`config.mk`:
```
export PLATFORM = sky130hd
export DESIGN_NAME = ahb_arbiter
export DESIGN_NICKNAME = d
export VERILOG_FILES = /design/src/rtl/ahb_pkg.sv /design/src/rtl/ahb_rr_picker.sv /design/src/rtl/ahb_arbiter.sv
export SDC_FILE = /design/constraint.sdc
export NUM_CORES = 1
export LEC_CHECK = 0
export BUFFER_PORTS_ARGS = -buffer_cell sky130_fd_sc_hd__clkbuf_2
export CORE_MARGIN = 4
export CORE_UTILIZATION = 40
export DETAILED_ROUTE_END_ITERATION = 12
export PLACE_DENSITY = 0.61
export SYNTH_ARGS = -nofsm -noshare
export SYNTH_HDL_FRONTEND = slang
export SYNTH_SLANG_ARGS = --single-unit
```
`constraint.sdc`:
```
create_clock -name hclk -period 8.94 [get_ports hclk]
set_input_delay 1.341 -clock hclk [delete_from_list [all_inputs] [get_ports hclk]]
set_output_delay 1.341 -clock hclk [all_outputs]
set_load 0.02 [all_outputs]
```
`src/rtl/ahb_pkg.sv`:
```
// Shared AHB definitions for the bus arbiter slice.
// Contents:
//   NUM_MASTERS   default master count
//   htrans_e      transfer type encoding
//   hburst_e      burst type encoding
//   hresp_e       slave response encoding
//   burst_beats() beats in a fixed-length burst (1 for SINGLE and undefined-length INCR)
package ahb_pkg;

  localparam int NUM_MASTERS = 16;

  typedef enum logic [1:0] {
    HTRANS_IDLE   = 2'b00,
    HTRANS_BUSY   = 2'b01,
    HTRANS_NONSEQ = 2'b10,
    HTRANS_SEQ    = 2'b11
  } htrans_e;

  typedef enum logic [2:0] {
    HBURST_SINGLE = 3'b000,
    HBURST_INCR   = 3'b001,
    HBURST_WRAP4  = 3'b010,
    HBURST_INCR4  = 3'b011,
    HBURST_WRAP8  = 3'b100,
    HBURST_INCR8  = 3'b101,
    HBURST_WRAP16 = 3'b110,
    HBURST_INCR16 = 3'b111
  } hburst_e;

  typedef enum logic [1:0] {
    HRESP_OKAY  = 2'b00,
    HRESP_ERROR = 2'b01,
    HRESP_RETRY = 2'b10,
    HRESP_SPLIT = 2'b11
  } hresp_e;

  // INCR has no defined length, so it is treated like SINGLE: no grant hold.
  function automatic logic [4:0] burst_beats(input logic [2:0] hburst);
    case (hburst)
      HBURST_WRAP4,  HBURST_INCR4:  return 5'd4;
      HBURST_WRAP8,  HBURST_INCR8:  return 5'd8;
      HBURST_WRAP16, HBURST_INCR16: return 5'd16;
      default:                      return 5'd1;
    endcase
  endfunction

endpackage

```
`src/rtl/ahb_rr_picker.sv`:
```
// Round-robin request picker.
// Ports:
//   req    in  N   request vector (already masked for eligibility)
//   ptr    in  IW  index where the search starts
//   gnt    out N   one-hot winner, all zero when nothing is requested
//   idx    out IW  index of the winner
//   valid  out 1   at least one request was present
module ahb_rr_picker #(
  parameter int N  = 16,
  parameter int IW = (N > 1) ? $clog2(N) : 1
) (
  input  logic [N-1:0]  req,
  input  logic [IW-1:0] ptr,
  output logic [N-1:0]  gnt,
  output logic [IW-1:0] idx,
  output logic          valid
);

  localparam int CW = IW + 1;

  // ptr < N and offset < N, so one conditional subtract gives the modulo.
  logic [CW-1:0] cand;

  always_comb begin
    gnt   = '0;
    idx   = '0;
    valid = 1'b0;
    cand  = '0;
    for (int i = 0; i < N; i++) begin
      cand = {1'b0, ptr} + CW'(i);
      if (cand >= CW'(N)) cand = cand - CW'(N);
      if (!valid && req[cand[IW-1:0]]) begin
        valid = 1'b1;
        idx   = cand[IW-1:0];
      end
    end
    if (valid) gnt[idx] = 1'b1;
  end

endmodule

```
`src/rtl/ahb_arbiter.sv`:
```
// AHB bus arbiter: round-robin grant with burst hold, locked transfers and
// SPLIT masking.
// Ports:
//   hclk, hrst         clock, synchronous active-high reset
//   hbusreq, hlock     per-master request / locked-access request
//   htrans, hburst     current address-phase transfer and burst type
//   hready, hresp      bus ready and slave response
//   hsplit             per-master split resume
//   hgrant             registered one-hot grant
//   hmaster, hmastlock registered address-phase owner and lock flag
//
// state  | meaning
// ARB    | arbitrate at every hready edge
// BURST  | fixed-length burst in progress, grant held until the last beat
// LOCKED | owner holds hlock, grant held until it drops
module ahb_arbiter #(
  parameter int NUM_MASTERS    = ahb_pkg::NUM_MASTERS,
  parameter int DEFAULT_MASTER = 0
) (
  input  logic                   hclk,
  input  logic                   hrst,
  input  logic [NUM_MASTERS-1:0] hbusreq,
  input  logic [NUM_MASTERS-1:0] hlock,
  input  logic [1:0]             htrans,
  input  logic [2:0]             hburst,
  input  logic                   hready,
  input  logic [1:0]             hresp,
  input  logic [NUM_MASTERS-1:0] hsplit,
  output logic [NUM_MASTERS-1:0] hgrant,
  output logic [3:0]             hmaster,
  output logic                   hmastlock
);

  import ahb_pkg::*;

  localparam int IW = (NUM_MASTERS > 1) ? $clog2(NUM_MASTERS) : 1;

  typedef enum logic [1:0] {ST_ARB, ST_BURST, ST_LOCKED} arb_state_e;

  arb_state_e state_q, state_d;
  logic [3:0]             rem_q, rem_d, rem_load, rem_dec;
  logic [NUM_MASTERS-1:0] split_q, split_d, split_set;
  logic [NUM_MASTERS-1:0] grant_d;
  logic [IW-1:0]          owner_q, owner_d;
  logic [IW-1:0]          last_q, last_d, rr_ptr;
  logic [NUM_MASTERS-1:0] pick_gnt;
  logic [IW-1:0]          pick_idx;
  logic                   pick_valid;
  logic                   resp_first, arb;

  assign rr_ptr = (last_q == IW'(NUM_MASTERS - 1)) ? '0 : last_q + IW'(1);

  ahb_rr_picker #(.N(NUM_MASTERS), .IW(IW)) u_picker (
    .req   (hbusreq & ~split_q),
    .ptr   (rr_ptr),
    .gnt   (pick_gnt),
    .idx   (pick_idx),
    .valid (pick_valid)
  );

  // First cycle of a two-cycle response: hready low with a non-OKAY response.
  assign resp_first = !hready && (hresp != HRESP_OKAY);
  assign split_set  = (resp_first && hresp == HRESP_SPLIT)
                      ? (NUM_MASTERS'(1) << hmaster) : '0;
  // Set is ORed in after the clear so a simultaneous set wins.
  assign split_d    = (split_q & ~hsplit) | split_set;
  assign rem_load   = 4'(burst_beats(hburst) - 5'd1);

  always_comb begin
    state_d = state_q;
    rem_d   = rem_q;
    rem_dec = rem_q;
    owner_d = owner_q;
    last_d  = last_q;
    grant_d = hgrant;
    arb     = 1'b0;
    if (resp_first) begin
      rem_d = '0;
      if (state_q != ST_LOCKED || hresp == HRESP_SPLIT || hresp == HRESP_RETRY)
        state_d = ST_ARB;
    end else if (hready) begin
      case (state_q)
        ST_BURST: begin
          if (rem_q == '0) begin
            arb = 1'b1;
          end else begin
            if (htrans == HTRANS_SEQ) rem_dec = rem_q - 4'd1;
            rem_d = rem_dec;
            // Releasing one beat early puts the new grant on the last address phase.
            if (rem_dec <= 4'd1) arb = 1'b1;
          end
        end
        ST_LOCKED: begin
          if (!hlock[owner_q]) state_d = ST_ARB;
        end
        default: begin
          // Burst start keeps the current grant instead of re-arbitrating.
          if (!hlock[owner_q] && htrans == HTRANS_NONSEQ && rem_load > 4'd1) begin
            rem_d   = rem_load;
            state_d = ST_BURST;
          end else begin
            arb = 1'b1;
          end
        end
      endcase
      if (arb) begin
        state_d = ST_ARB;
        if (hlock[owner_q]) begin
          state_d = ST_LOCKED;
        end else if (pick_valid) begin
          owner_d = pick_idx;
          last_d  = pick_idx;
          grant_d = pick_gnt;
        end else begin
          owner_d = IW'(DEFAULT_MASTER);
          grant_d = NUM_MASTERS'(1) << DEFAULT_MASTER;
        end
      end
    end
  end

  always_ff @(posedge hclk) begin
    if (hrst) begin
      state_q   <= ST_ARB;
      rem_q     <= '0;
      split_q   <= '0;
      owner_q   <= IW'(DEFAULT_MASTER);
      last_q    <= IW'(DEFAULT_MASTER);
      hgrant    <= NUM_MASTERS'(1) << DEFAULT_MASTER;
      hmaster   <= 4'(DEFAULT_MASTER);
      hmastlock <= 1'b0;
    end else begin
      state_q <= state_d;
      rem_q   <= rem_d;
      split_q <= split_d;
      owner_q <= owner_d;
      last_q  <= last_d;
      hgrant  <= grant_d;
      if (hready) begin
        hmaster   <= 4'(owner_q);
        hmastlock <= hlock[owner_q];
      end
    end
  end

endmodule
```
==> flow_summary.yaml, run 1 <==
run_status:
  status: "completed"
sta:
  tns_ps: 0
  finalSetupViolCount: 0
  max_slew_margin_pct: 30.24
  fin_skew_ps: 6.670
  timing.fmax_mhz: 182.9
  rsz0062_at_grt: "false"
  maxSlewViolCount: 0
  worst_slew_pin_slew_ps: 1046
  fin_crit_sh_pct: 61.16
  hold_viol: 0
  min_period_ps: 5468
  layout_setup_ws_ps: 3472
global_routing:
  overflow: 0
  grt_use_total_pct: 20.67
  grt_pass1_wl_um: 24180
  antenna_found_initial: 0
  grt_pass1_vias: 4907
  grt_max_degree: 39
yosys:
  ys_seq_area_share_pct: 20.81
  syn_inst: 601
  yosysWarnings: 0
  ys_ff_latch: 51
  synth_ff_type: "dfxtp_1"
  synth_fp_nets: 671
  netlist_area_um2: 4907
  synthArstFlopShare_pct: 0
  yosys.cell_types.count: 74
  avgSynthCellArea_um2: 8.165
  synth_edf_count: 0
clock_tree:
  post-cts-setup-buffer-count: 0
  holdBufCountCts: 0
  clkLatencyLatePin_ps: 290
  cts_tree: "done"
  path_clk_slew_ps: 60
  htree_levels: 2
  cts_root_buffer: "clkbuf_16"
  clk_path_buf_depth: 2
  cts_made_buffers: 5
  cts_resized: 0
  clock_sink_count: 51
placed_design:
  io_buffers: 77
  place_ws_ps: 3635
  place_inst: 800
  hpwl_um: 11320
  routabilityCongestion: 0.9274
die:
  initial_core_util_pct: 40.85
  io_pins: 79
  coreArea_um2: 12010
  dieArea_um2: 14100
  die_x_um: 118.8
  std_cell_rows: 40
  die_h_um: 118.8
finish:
  syn_to_final_growth_pct: 12.77
  layout-drive-gt1-share_pct: 21.48
  mostFrequentLayoutCells: "77 x clkbuf_2, 58 x nor2_1, 55 x nand2_1"
  diodes: 0
  utilization_pct: 46.07
  layout_commonest_cell: "clkbuf_2"
  n_fill_cell: 1238
  final_nets: 730
  finalNonFillerCells: 808
critical_path:
  cp-start-kind: "register"
  path_cells: "ha_1, a31o_1, mux2i_1, mux2_2, mux4_2, nor3b_4, nand3_2, nor3_1, nor4_1, a21oi_1, or4b_4, o21ai_1"
  crit_path_top_delay_cell: "a31o_1"
  cp_max_fo: 23
  crit-reg2reg-launch: "last_q[0]"
  ff2ff_path_depth: 12
  critPathKind: "reg2reg"
  critPathRequiredTime_ps: 9160
  r2r-end: "hgrant[5]"
  cp-end-kind: "register"
  cp-endpoint: "hgrant[5]"
  startpoint: "last_q[0]"
  arrival_ps: 5690
  crit_path_max_incr_delay_ps: 890
  r2r_slack_ps: 3470
routing:
  drtIter0Drc: 326
  dr.pass1.iters: 4
  num_vias: 4878
  wl_um: 14610
  drtAntennaViolNets: 0
  wire_per_inst_um: 18.08
  drt_drc_violations_left: 0
  viasPerCell: 6.037
run:
  cap_violations: 0
min_path:
  hold_class: "reg2reg"
==> cells in the mapped netlist (16+ instances only) <==
cell type	instances	area (um^2)
nor2_1	58	217.7
nand2b_1	28	175.2
mux4_2	29	653.1
mux2i_1	31	310.3
or3_1	17	106.4
dfxtp_1	51	1021
inv_1	23	86.33
clkbuf_1	16	60.06
a21oi_1	43	215.2
nand2_1	55	206.5
o21ai_0	33	165.2
nor2b_1	20	125.1
==> worst min-delay path by stage <==
stage / from / endpoint / slack [ps] / depth (start not counted)
after floorplan: split_q[11] / split_q[11] / 440 / 2
after global placement: hgrant[1] / hgrant[1] / 440 / 2
after detailed placement: hgrant[3] / hgrant[3] / 440 / 2
after CTS: hgrant[3] / hgrant[3] / 450 / 2
after global routing: hgrant[5] / hgrant[5] / 470 / 2
final: hgrant[3] / hgrant[3] / 450 / 2
==> logic make-up (layout without fill, tap and decap cells) <==
group / Yosys count / in the layout / share of synthesized area [%]
AO/OA/AOI/OAI: 162 / 162 / 21.24
XOR/XNOR: 12 / 12 / 2.754
adder cells (fa/ha/maj): 12 / 12 / 3.060
buffers and inverters: 55 / 115 / 4.640
flip-flops: 51 / 51 / 20.81
multiplexers: 68 / 68 / 21.47
AND/OR/NAND/NOR: 241 / 241 / 26.03
==> sequential cells by signal (all words and copies together), names as in the netlist <==
register and cells:
hgrant 16, split_q 16, hmaster 4, last_q 4
owner_q 4, rem_q 4, state_q 2, hmastlock 1
==> worst max-delay path: cells and delay by family (launching register included) <==
kind | cells | cell delay [ps]
multiplexers | 3 | 1290
AND/OR/NAND/NOR | 5 | 1710
AO/OA/AOI/OAI | 3 | 1580
flip-flops | 1 | 450
adder cells (fa/ha/maj) | 1 | 360
==> layer usage <==
layer  global-route usage (%)  vias up  routed length (um)
li1                         -     2369                   -
met1                    26.98     2360                6529
met2                    35.45      127                7101
met3                    2.775       22                 654
met4                    6.372        0                 321
met5                        0        -                   0
==> metrics by stage <==
stage          hold WS (ps)  cell area (um^2)
6_report              449.3              5534
5_1_grt               466.7              5534
4_1_cts               453.7              5534
3_5_place_dp          444.9              5394
3_3_place_gp          436.5              5394
2_1_floorplan         444.9              4907
==> layout make-up <==
| class | instances | area, um^2 | area share, % |
|---|---|---|---|
| Multi-Input combinational cell | 495 | 3676 | 66.43 |
| Timing Repair Buffer | 81 | 415.4 | 7.506 |
| Sequential cell | 51 | 1021 | 18.45 |
| Clock buffer | 5 | 125.1 | 2.261 |
| Clock inverter | 3 | 15.01 | 0.2713 |
| Inverter | 26 | 97.59 | 1.764 |
| Tap cell | 147 | 183.9 | 3.324 |
Power of run 1 is left out: the tool's default activity adds up to more than one toggle a clock period on the data nets, which glitch-free logic cannot reach.
==> run 2: changes to the inputs <==
==> constraint.sdc (replaced) <==
create_clock -name hclk -period 5.67 [get_ports hclk]
set_input_delay 0.8505 -clock hclk [delete_from_list [all_inputs] [get_ports hclk]]
set_output_delay 0.8505 -clock hclk [all_outputs]
set_load 0.02 [all_outputs]
==> flow_summary.yaml, run 2 (same netlist as run 1, synthesis figures left out) <==
sta:
  min_period_ps: 5122
  maxSlewViolCount: 0
  finalSetupViolCount: 0
  timing.fmax_mhz: 195.2
  worst_slew_pin_slew_ps: 1017
  tns_ps: 0
  hold_viol: 0
  fin_crit_sh_pct: 90.34
  fin_skew_ps: 6.766
  max_slew_margin_pct: 32.20
  rsz0062_at_grt: "false"
finish:
  multiInputGateArea_um2: 3676
  design_area_um2: 5569
  layout_commonest_cell: "clkbuf_2"
  diodes: 0
  final_nets: 734
  layout-drive-gt1-share_pct: 21.95
  reg_top3: "hgrant: 16 flops, split_q: 16 flops"
  register_area_um2: 1021
  mostFrequentLayoutCells: "77 x clkbuf_2, 58 x nor2_1, 55 x nand2_1"
  n_fill_cell: 1201
  syn_to_final_growth_pct: 13.49
routing:
  drt_drc_violations_left: 0
  drtAntennaViolNets: 0
  wl_um: 14480
  num_vias: 4944
  drtIter0Drc: 438
  wire_per_inst_um: 17.84
  dr.pass1.iters: 6
  viasPerCell: 6.089
die:
  die_x_um: 118.8
  io_pins: 79
  coreArea_um2: 12010
  die_h_um: 118.8
  std_cell_rows: 40
  dieArea_um2: 14100
  initial_core_util_pct: 40.85
critical_path:
  worst-path-buf-inv: 0
  cp-end-kind: "register"
  arrival_ps: 5350
  cp-start-kind: "register"
  cpLargestDelayFamily: "compound AO/OA/AOI/OAI gates"
  startpoint: "last_q[0]"
  crit_path_max_incr_delay_ps: 870
  r2r-end: "hgrant[5]"
  crit_path_top_delay_cell: "a31o_1"
  cp_max_fo: 23
  ff2ff_path_depth: 12
  critPathKind: "reg2reg"
  r2r_slack_ps: 550
  crit-reg2reg-launch: "last_q[0]"
  critPathRequiredTime_ps: 5900
  path_cells: "ha_1, a31o_1, mux2i_1, mux2_2, mux4_2, nor3b_4, nand3_2, nor3_1, a41oi_1, a311o_1, or4b_4, o21ai_1"
global_routing:
  grt_max_degree: 39
  grtUsageMet1_pct: 27.88
  use_met3_pct: 2.105
  grt_use_total_pct: 20.24
  antenna_found_initial: 0
  overflow: 0
  grt_pass1_vias: 4692
  grt_pass1_wl_um: 23490
  met2_usage_pct: 33.71
  busiest_layer: "met2"
placed_design:
  dpl_cell_area_um2: 5424
  hpwl_um: 11520
  io_buffers: 77
  routabilityCongestion: 0.9595
clock_tree:
  cts_made_buffers: 5
  cts_tree: "done"
  cts_resized: 0
  clkLatencyLatePin_ps: 290
  holdBufCountCts: 0
  path_clk_slew_ps: 70
  clock_sink_count: 51
  cts_root_buffer: "clkbuf_16"
  htree_levels: 2
  post-cts-setup-buffer-count: 0
  clk_path_buf_depth: 2
run:
  cap_violations: 0
min_path:
  holdPathStages: 2
  min_to: "hgrant[3]"
  hold_class: "reg2reg"
  min_from: "hgrant[3]"
run_status:
  status: "completed"
run 2: cell types whose count changed in the layout (fill, tap and decap cells not counted):
| cell | before | now |
|---|---|---|
| buf_4 | 4 | 8 |
| clkinv_2 | 3 | 1 |
| clkinvlp_4 | 0 | 2 |
run 2: worst reg2reg max path, delay by kind of cell, from the launching register on:
family	cells	cell delay (ps)
compound gates	4	1510
simple gates	4	1500
mux	3	1260
flops	1	440
fa+ha+maj	1	360
run 2: stage by stage:
stage / hold WS (ps) / setup slack [ps] / cells / util, %
6_report: 452.4 / 547.7 / 812 / 46.36
5_1_grt: 478.5 / 186.2 / 812 / 46.36
4_1_cts: 455.6 / 590.1 / 812 / 46.36
3_5_place_dp: 446.4 / 624.3 / 804 / 45.16
3_3_place_gp: 438.5 / 672.8 / 804 / 45.16
2_1_floorplan: 444.9 / 1062 / 601 / -
run 2: worst max path at each step:
stage / endpoint / slack, ps / depth (start not counted)
4_1_cts: hgrant[7] / 590 / 12
6_report: hgrant[5] / 550 / 12
2_1_floorplan: hgrant[5] / 1060 / 16
3_5_place_dp: hgrant[5] / 620 / 12
3_3_place_gp: hgrant[5] / 670 / 12
5_1_grt: hgrant[7] / 190 / 12
run 2: area by class of cell:
cell class                 count  share of cell area [%]
multi-input combinational    495                   66.01
sequential                    51                   18.33
clock buffer                   5                   2.247
timing repair buffer          85                   7.998
tap                          147                   3.303
inverter                      26                   1.752
clock inverter                 3                  0.3595
run 2: per-layer routing:
layer	routed length, um	share of wire (%)
met4	252	1.7
met5	0	0
met3	855	5.9
met2	7002	48
met1	6372	44
Power of run 2 is left out for the same reason.
